`src/rtl/lsu_pkg.sv`:
```
// Shared types and constants for the load/store unit.
// State encodings, Funct3 access-size codes and the data memory address width.
package lsu_pkg;

  localparam int MEM_ADDR_W = 7;

  typedef enum logic [2:0] {
    IDLE   = 3'd0,
    LD_REQ = 3'd1,
    RMW_RD = 3'd2,
    ST_WR  = 3'd3,
    RESP   = 3'd4
  } lsu_state_e;

  localparam logic [2:0] F3_B  = 3'b000;
  localparam logic [2:0] F3_H  = 3'b001;
  localparam logic [2:0] F3_W  = 3'b010;
  localparam logic [2:0] F3_BU = 3'b100;
  localparam logic [2:0] F3_HU = 3'b101;

  function automatic logic load_f3_ok(input logic [2:0] f3);
    return (f3 == F3_B) || (f3 == F3_H) || (f3 == F3_W) ||
           (f3 == F3_BU) || (f3 == F3_HU);
  endfunction

  function automatic logic store_f3_ok(input logic [2:0] f3);
    return (f3 == F3_B) || (f3 == F3_H) || (f3 == F3_W);
  endfunction

endpackage

```
`src/rtl/lsu_lane_align.sv`:
```
// Big-endian lane extraction for loads and lane merging for sub-word stores.
// Byte offset 0 is word bits 31:24.
module lsu_lane_align
  import lsu_pkg::*;
(
  input  logic [31:0] word_i,
  input  logic [1:0]  off_i,
  input  logic [2:0]  funct3_i,
  input  logic [31:0] store_val_i,
  output logic [31:0] load_o,
  output logic [31:0] merge_o
);

  logic [7:0]  byte_l;
  logic [15:0] half_l;

  always_comb begin
    byte_l = 8'h00;
    unique case (off_i)
      2'd0: byte_l = word_i[31:24];
      2'd1: byte_l = word_i[23:16];
      2'd2: byte_l = word_i[15:8];
      2'd3: byte_l = word_i[7:0];
      default: byte_l = 8'h00;
    endcase
    half_l = off_i[1] ? word_i[15:0] : word_i[31:16];
  end

  always_comb begin
    load_o = word_i;
    case (funct3_i)
      F3_B:    load_o = {{24{byte_l[7]}}, byte_l};
      F3_BU:   load_o = {24'h000000, byte_l};
      F3_H:    load_o = {{16{half_l[15]}}, half_l};
      F3_HU:   load_o = {16'h0000, half_l};
      default: load_o = word_i;
    endcase
  end

  always_comb begin
    merge_o = word_i;
    case (funct3_i)
      F3_B: begin
        unique case (off_i)
          2'd0: merge_o[31:24] = store_val_i[7:0];
          2'd1: merge_o[23:16] = store_val_i[7:0];
          2'd2: merge_o[15:8]  = store_val_i[7:0];
          2'd3: merge_o[7:0]   = store_val_i[7:0];
          default: merge_o = word_i;
        endcase
      end
      F3_H: begin
        if (off_i[1]) merge_o[15:0]  = store_val_i[15:0];
        else          merge_o[31:16] = store_val_i[15:0];
      end
      default: merge_o = store_val_i;
    endcase
  end

endmodule

```
`src/rtl/load_store_unit.sv`:
```
// Load/store unit: one outstanding request, sub-word stores via read-modify-write.
// Define LSU_MISALIGN_CHECK_EN to trap misaligned H/W accesses instead of aligning them.
module load_store_unit
  import lsu_pkg::*;
(
  input  logic                  Clk,
  input  logic                  Reset,
  input  logic                  Valid_In,
  output logic                  Ready_Out,
  input  logic                  Is_Load_In,
  input  logic                  Is_Store_In,
  input  logic [2:0]            Funct3,
  input  logic [31:0]           Address_In,
  input  logic [31:0]           Store_Value,
  input  logic [4:0]            Rd_In,
  output logic [MEM_ADDR_W-1:0] Mem_Address,
  output logic [31:0]           Mem_Store_Data,
  input  logic [31:0]           Mem_Load_Data,
  output logic                  Mem_Is_Load,
  output logic                  Mem_Is_Store,
  output logic                  Result_Valid,
  output logic                  Result_Write,
  output logic [31:0]           Result_Data,
  output logic [4:0]            Result_Rd,
  output logic                  Misaligned,
  output logic                  Access_Fault
);

  lsu_state_e state_q, state_d;
  logic                  ready_q, ready_d;
  logic [MEM_ADDR_W-3:0] waddr_q, waddr_d;
  logic [1:0]            off_q, off_d;
  logic [2:0]            f3_q, f3_d;
  logic [4:0]            rd_q, rd_d;
  logic [31:0]           sv_q, sv_d;
  logic                  mem_ld_q, mem_ld_d;
  logic                  mem_st_q, mem_st_d;
  logic [31:0]           st_data_q, st_data_d;
  logic                  res_valid_q, res_valid_d;
  logic                  res_write_q, res_write_d;
  logic [31:0]           res_data_q, res_data_d;
  logic [4:0]            res_rd_q, res_rd_d;
  logic                  mis_q, mis_d;
  logic                  fault_q, fault_d;

  logic        accept;
  logic        f3_ok;
  logic        fault_acc;
  logic        mis_acc;
  logic        is_h;
  logic        is_w;
  logic [1:0]  off_acc;
  logic [31:0] lane_load;
  logic [31:0] lane_merge;

  assign accept = Valid_In && ready_q && (Is_Load_In || Is_Store_In);
  assign f3_ok  = Is_Store_In ? store_f3_ok(Funct3) : load_f3_ok(Funct3);
  assign fault_acc = (|Address_In[31:MEM_ADDR_W]) || !f3_ok;
  assign is_h = (Funct3[1:0] == 2'b01);
  assign is_w = (Funct3 == F3_W);

`ifdef LSU_MISALIGN_CHECK_EN
  assign mis_acc = !fault_acc &&
                   ((is_h && Address_In[0]) || (is_w && |Address_In[1:0]));
  assign off_acc = Address_In[1:0];
`else
  // Misaligned halves/words are silently aligned down.
  assign mis_acc = 1'b0;
  assign off_acc = is_w ? 2'b00 :
                   is_h ? {Address_In[1], 1'b0} : Address_In[1:0];
`endif

  lsu_lane_align u_lane (
    .word_i      (Mem_Load_Data),
    .off_i       (off_q),
    .funct3_i    (f3_q),
    .store_val_i (sv_q),
    .load_o      (lane_load),
    .merge_o     (lane_merge)
  );

  always_comb begin
    state_d     = state_q;
    ready_d     = ready_q;
    waddr_d     = waddr_q;
    off_d       = off_q;
    f3_d        = f3_q;
    rd_d        = rd_q;
    sv_d        = sv_q;
    mem_ld_d    = 1'b0;
    mem_st_d    = 1'b0;
    st_data_d   = 32'h0;
    res_valid_d = 1'b0;
    res_write_d = 1'b0;
    res_data_d  = 32'h0;
    res_rd_d    = 5'd0;
    mis_d       = 1'b0;
    fault_d     = 1'b0;
    unique case (state_q)
      IDLE: begin
        ready_d = 1'b1;
        if (accept) begin
          ready_d = 1'b0;
          waddr_d = Address_In[MEM_ADDR_W-1:2];
          off_d   = off_acc;
          f3_d    = Funct3;
          rd_d    = Rd_In;
          sv_d    = Store_Value;
          if (fault_acc || mis_acc) begin
            state_d     = RESP;
            res_valid_d = 1'b1;
            res_rd_d    = Rd_In;
            fault_d     = fault_acc;
            mis_d       = mis_acc;
          end else if (Is_Store_In && is_w) begin
            state_d   = ST_WR;
            mem_st_d  = 1'b1;
            st_data_d = Store_Value;
          end else if (Is_Store_In) begin
            state_d  = RMW_RD;
            mem_ld_d = 1'b1;
          end else begin
            state_d  = LD_REQ;
            mem_ld_d = 1'b1;
          end
        end
      end
      LD_REQ: begin
        state_d     = RESP;
        res_valid_d = 1'b1;
        res_write_d = 1'b1;
        res_data_d  = lane_load;
        res_rd_d    = rd_q;
      end
      RMW_RD: begin
        state_d   = ST_WR;
        mem_st_d  = 1'b1;
        st_data_d = lane_merge;
      end
      ST_WR: begin
        state_d     = RESP;
        res_valid_d = 1'b1;
        res_rd_d    = rd_q;
      end
      RESP: begin
        state_d = IDLE;
        ready_d = 1'b1;
      end
      default: begin
        state_d = IDLE;
        ready_d = 1'b1;
      end
    endcase
  end

  always_ff @(posedge Clk or posedge Reset) begin
    if (Reset) begin
      state_q     <= IDLE;
      ready_q     <= 1'b1;
      waddr_q     <= '0;
      off_q       <= 2'd0;
      f3_q        <= 3'd0;
      rd_q        <= 5'd0;
      sv_q        <= 32'h0;
      mem_ld_q    <= 1'b0;
      mem_st_q    <= 1'b0;
      st_data_q   <= 32'h0;
      res_valid_q <= 1'b0;
      res_write_q <= 1'b0;
      res_data_q  <= 32'h0;
      res_rd_q    <= 5'd0;
      mis_q       <= 1'b0;
      fault_q     <= 1'b0;
    end else begin
      state_q     <= state_d;
      ready_q     <= ready_d;
      waddr_q     <= waddr_d;
      off_q       <= off_d;
      f3_q        <= f3_d;
      rd_q        <= rd_d;
      sv_q        <= sv_d;
      mem_ld_q    <= mem_ld_d;
      mem_st_q    <= mem_st_d;
      st_data_q   <= st_data_d;
      res_valid_q <= res_valid_d;
      res_write_q <= res_write_d;
      res_data_q  <= res_data_d;
      res_rd_q    <= res_rd_d;
      mis_q       <= mis_d;
      fault_q     <= fault_d;
    end
  end

  assign Ready_Out      = ready_q;
  assign Mem_Address    = {waddr_q, 2'b00};
  assign Mem_Store_Data = st_data_q;
  assign Mem_Is_Load    = mem_ld_q;
  assign Mem_Is_Store   = mem_st_q;
  assign Result_Valid   = res_valid_q;
  assign Result_Write   = res_write_q;
  assign Result_Data    = res_data_q;
  assign Result_Rd      = res_rd_q;
  assign Misaligned     = mis_q;
  assign Access_Fault   = fault_q;

endmodule

```
`config.mk`:
```
export PLATFORM = sky130hd
export DESIGN_NAME = load_store_unit
export DESIGN_NICKNAME = d
export VERILOG_FILES = /design/src/rtl/lsu_pkg.sv /design/src/rtl/lsu_lane_align.sv /design/src/rtl/load_store_unit.sv
export SDC_FILE = /design/constraint.sdc
export NUM_CORES = 1
export LEC_CHECK = 0
export CAP_MARGIN = 20
export CORE_MARGIN = 4
export CORE_UTILIZATION = 40
export CTS_CLUSTER_SIZE = 24
export DETAILED_ROUTE_END_ITERATION = 10
export PLACE_DENSITY_LB_ADDON = 0.15
export SYNTH_ARGS = -nofsm -noshare
export SYNTH_HDL_FRONTEND = slang
export SYNTH_SLANG_ARGS = --single-unit
```
`constraint.sdc`:
```
create_clock -name Clk -period 5.2 [get_ports Clk]
set_input_delay 0.78 -clock Clk [delete_from_list [all_inputs] [get_ports Clk]]
set_output_delay 0.78 -clock Clk [all_outputs]
set_load 0.05 [all_outputs]
```
==> results.md <==
- Status: complete, no violations
- Root Buffer Master: clkbuf_16
- Non-filler instance count after layout: 980
- Number of placed instances, taps included: 947
- Global-route usage over all layers: 21.9%
- Critical path type: in -> reg
- Average routed wire per standard cell: 18.8 um
- Die area: 17,100 sq um
- I/O Buffers: 188
- Share of synthesized cell area in and, or, nand and nor gates: 19.4%
- Post-route antenna net violation count: 0
- Number of antenna diodes: 0
- Maximum single-stage delay on the critical path: 0.66 ns
- Areal power density over the cells: 355 nW/um^2
- Post-detailed-route via-to-cell ratio: 5.37
- Post-synthesis average cell area: 9.85 sq um
- Maximum ir drop on the vdd rail: 220 uV
- Gpl congestion: 0.886
- Static Leak: 4.03 nW
- Count of nets after finishing: 892
- Maximum level of the CTS H-tree: 4
- Layout Area Growth over Synthesis: 42.8%
- Die outline width: 131 um
- Worst Slack Setup Final: 2.52 ns
- Max Transition Viols Final: 0
- Count of buffering cells on the critical path with inverters included: 2
- Fraction of final layout cells sized beyond drive strength 1: 9.30%
- Combinational family with the most area after synthesis: simple AND/OR/NAND/NOR gates
- Clock tree buffer depth: 2
- Height of the chip: 131 um
- Max-cap violations: 0
- Crit-path cells: clkdlybuf4s50_1 > or3b_2 > nor2_1 > and4_1 > buf_8 > o2bb2ai_1
- Total wirelength of the detailed-routed design: 18,400 um
- Wire length of the first global-routing pass: 28,400 um
- Number of search-and-repair iterations in the first detailed-routing pass: 4
- Xor and xnor area share after synthesis: 0%
- Category of cells accounting for the largest share of critical-path delay: simple AND/OR/NAND/NOR gates
- Worst Setup Start Kind: input port
- Area of the mapped netlist: 6040 sq um
- Clock sinks: 125
- Crit. End Element: flip-flop
- Adder-cell share of the synthesized area: 0%
- Tightest Hold Check Type: reg -> reg
- Number of warnings reported in the yosys synthesis log: 0
- Number of synthesized register bits: 125
- Total Neg Setup Slack: 0 ns
- Setup-failing EPs final: 0
- Overall via count from detail_route: 5,267
- Mux share of post-synthesis cell area: 7.29%
- Number of placement rows: 44
- Gate count of the mapped netlist: 613
- Boundary Pins: 192
- Starting DRC count in detailed routing: 382
- Achievable frequency: 374 MHz
- RSZ-0062 raised after global routing: false
- Distinct cell type count of the synthesized netlist: 50
- Initial antenna violation count: 0
- Relative slew margins: 31.2%
- CTS clk-pin slew, worst paths: 0.05 ns
- Area fraction in compound gates after synthesis: 16.6%
- Number of enable-type register cells in the synthesized netlist: 0
- Biggest fanout along the worst timing path: 20
- Final worst-path cycle share: 51.5%
- Time the final worst path needs with I/O delays and setup: 2.68 ns
- Cts-stage hold buffer count: 0
- Post-Place Setup Slack: 2.07 ns
- Share of flip-flops with an asynchronous set or reset: 100%
- Resized cells post-CTS: 0
- Portion of the post-synthesis area used by sequential elements: 51.8%
- TritonCTS clock tree: yes
- Count of final hold-check violations: 0
- GRT overflow: 0
- DRC: 0
- Total half-perimeter wirelength after legalization and detailed placement: 13,600 um
- Core Footprint: 14,600 sq um
- Transition time at the pin with the least slew margin: 1.03 ns
- Ys flop type: dfrtp_1
- Clock latency of the later-clocked register in the worst-skew pair: 0.43 ns
- Clk_skew: 0.0149 ns
- Vias in the first global route: 5,394
- WP data arrival: 3.01 ns
- Required time of the worst setup path: 5.53 ns
- Post-CTS setup repair buffer count: 0
- Initial Utilization: 41.2%
- Cts bufs inserted: 17
- Worst path slowest cell: and4_1
- Maximum number of pins on one net before global-route repair: 60
- Post-Route Hold Slack: 0.470 ns
## cells by family (layout without fill, tap and decap cells)
kind of cell,count (synthesis),count (layout)
AOI/OAI and AO/OA,133,133
buffers and inverters,62,243
DFF,125,125
muxes,42,42
other,1,3
and+or+nand+nor,250,250
## synth_stat cells, drive strengths merged, types with 8 or more instances
cell type  instances  area, sq um
dfrtp            124         3100
nor2b             19          119
and2               8         50.1
mux2i             26          260
o2bb2ai           17          149
a21oi             16         80.1
nand2            155          582
buf               22          139
nor3              19         95.1
mux2              16          180
nor2               8         32.5
clkbuf            27          101
inv               12         45.0
a21o              18          135
o21ai             19         95.1
a221oi            10         87.6
## through the flow
stage	area [sq um]	total power, mW	utilization, %
after floorplan	6050	1.61	-
after global placement	7980	1.85	54.5
after detailed placement	8000	1.87	54.6
after CTS	8600	3.07	58.7
after global routing	8620	3.20	58.9
final	8620	3.06	58.9
## flip-flops by register name, summed over array words and instances, names as in the netlist
name	cells
waddr_q	5
state_q	3
sv_q	32
Mem_Store_Data	32
f3_q	3
Result_Valid	1
Mem_Is_Store	1
Mem_Is_Load	1
Result_Write	1
Result_Data	32
Ready_Out	1
off_q	2
rd_q	5
Access_Fault	1
Result_Rd	5
## worst register-to-register path, stage by stage, from the launching register on
cell and delay, ns:
dfrtp_1 0.51, nor2b_1 0.55, nand2b_1 0.70, clkinv_1 0.40, o221a_2 0.24
## cell usage in the layout (no fill, tap or decap), types with 2 or more instances in the layout
| cell | instances |
|---|---|
| and2_1 | 8 |
| inv_1 | 11 |
| nand3_1 | 7 |
| dfrtp_1 | 124 |
| nor2_1 | 7 |
| mux2_2 | 16 |
| a221o_1 | 6 |
| or3_1 | 7 |
| nor2b_1 | 19 |
| o221a_2 | 7 |
| buf_4 | 8 |
| and4_1 | 3 |
| or2_2 | 2 |
| clkbuf_16 | 17 |
| mux2i_1 | 26 |
| clkbuf_8 | 2 |
| nand2_1 | 155 |
| or3b_2 | 2 |
| o31a_1 | 7 |
| clkinv_2 | 6 |
| a21boi_0 | 2 |
| a31oi_1 | 2 |
| a32o_1 | 4 |
| a21oi_1 | 16 |
| o2bb2ai_1 | 17 |
| o21ai_0 | 19 |
| a221oi_1 | 10 |
| nor4_1 | 5 |
| nand2b_1 | 4 |
| clkdlybuf4s50_1 | 188 |
| clkinvlp_4 | 2 |
| a21o_1 | 18 |
| o31ai_1 | 6 |
| o21a_1 | 7 |
| and3_1 | 6 |
| conb_1 | 3 |
| a211oi_1 | 7 |
| bufinv_16 | 3 |
| nor3_1 | 19 |
## report_power, final
| part | internal (mW) | total (mW) | switching, mW |
|---|---|---|---|
| logic | 0.307 | 0.723 | 0.415 |
| registers | 1.06 | 1.15 | 0.0911 |
| clock network | 0.772 | 1.19 | 0.418 |
| total | 2.14 | 3.06 | 0.924 |
## area by class of cell
class | instances | area (sq um)
Sequential cell | 125 | 3130
Fill cell | 1251 | 6020
Multi-Input combinational cell | 428 | 2630
Clock buffer | 20 | 457
Timing Repair Buffer | 198 | 1980
Clock inverter | 12 | 144
Inverter | 13 | 51.3
Tap cell | 184 | 230
## path summary, 6_finish.rpt
path                             from                 end  slack (ns)  cells past startpoint
min                          sv_q[17]            sv_q[17]        0.47                      2
max in group asynchronous       Reset     Result_Data[26]        3.55                      3
max                         Funct3[1]  Mem_Store_Data[12]        2.52                      6
min in group asynchronous       Reset        Result_Rd[2]        0.64                      2
min reg2reg                  sv_q[17]            sv_q[17]        0.47                      2
max reg2reg                state_q[0]      Result_Data[4]        2.71                      4
## metal layers
layer  global-route usage [%]  share of wire [%]  up-vias
li1                         -                  -     2493
met1                     28.4                 42     2531
met2                     34.9                 48      212
met3                     5.81                7.4       31
met4                     8.95                2.2        0
met5                        0                  0        -
Power figures use the tool's default switching activity.
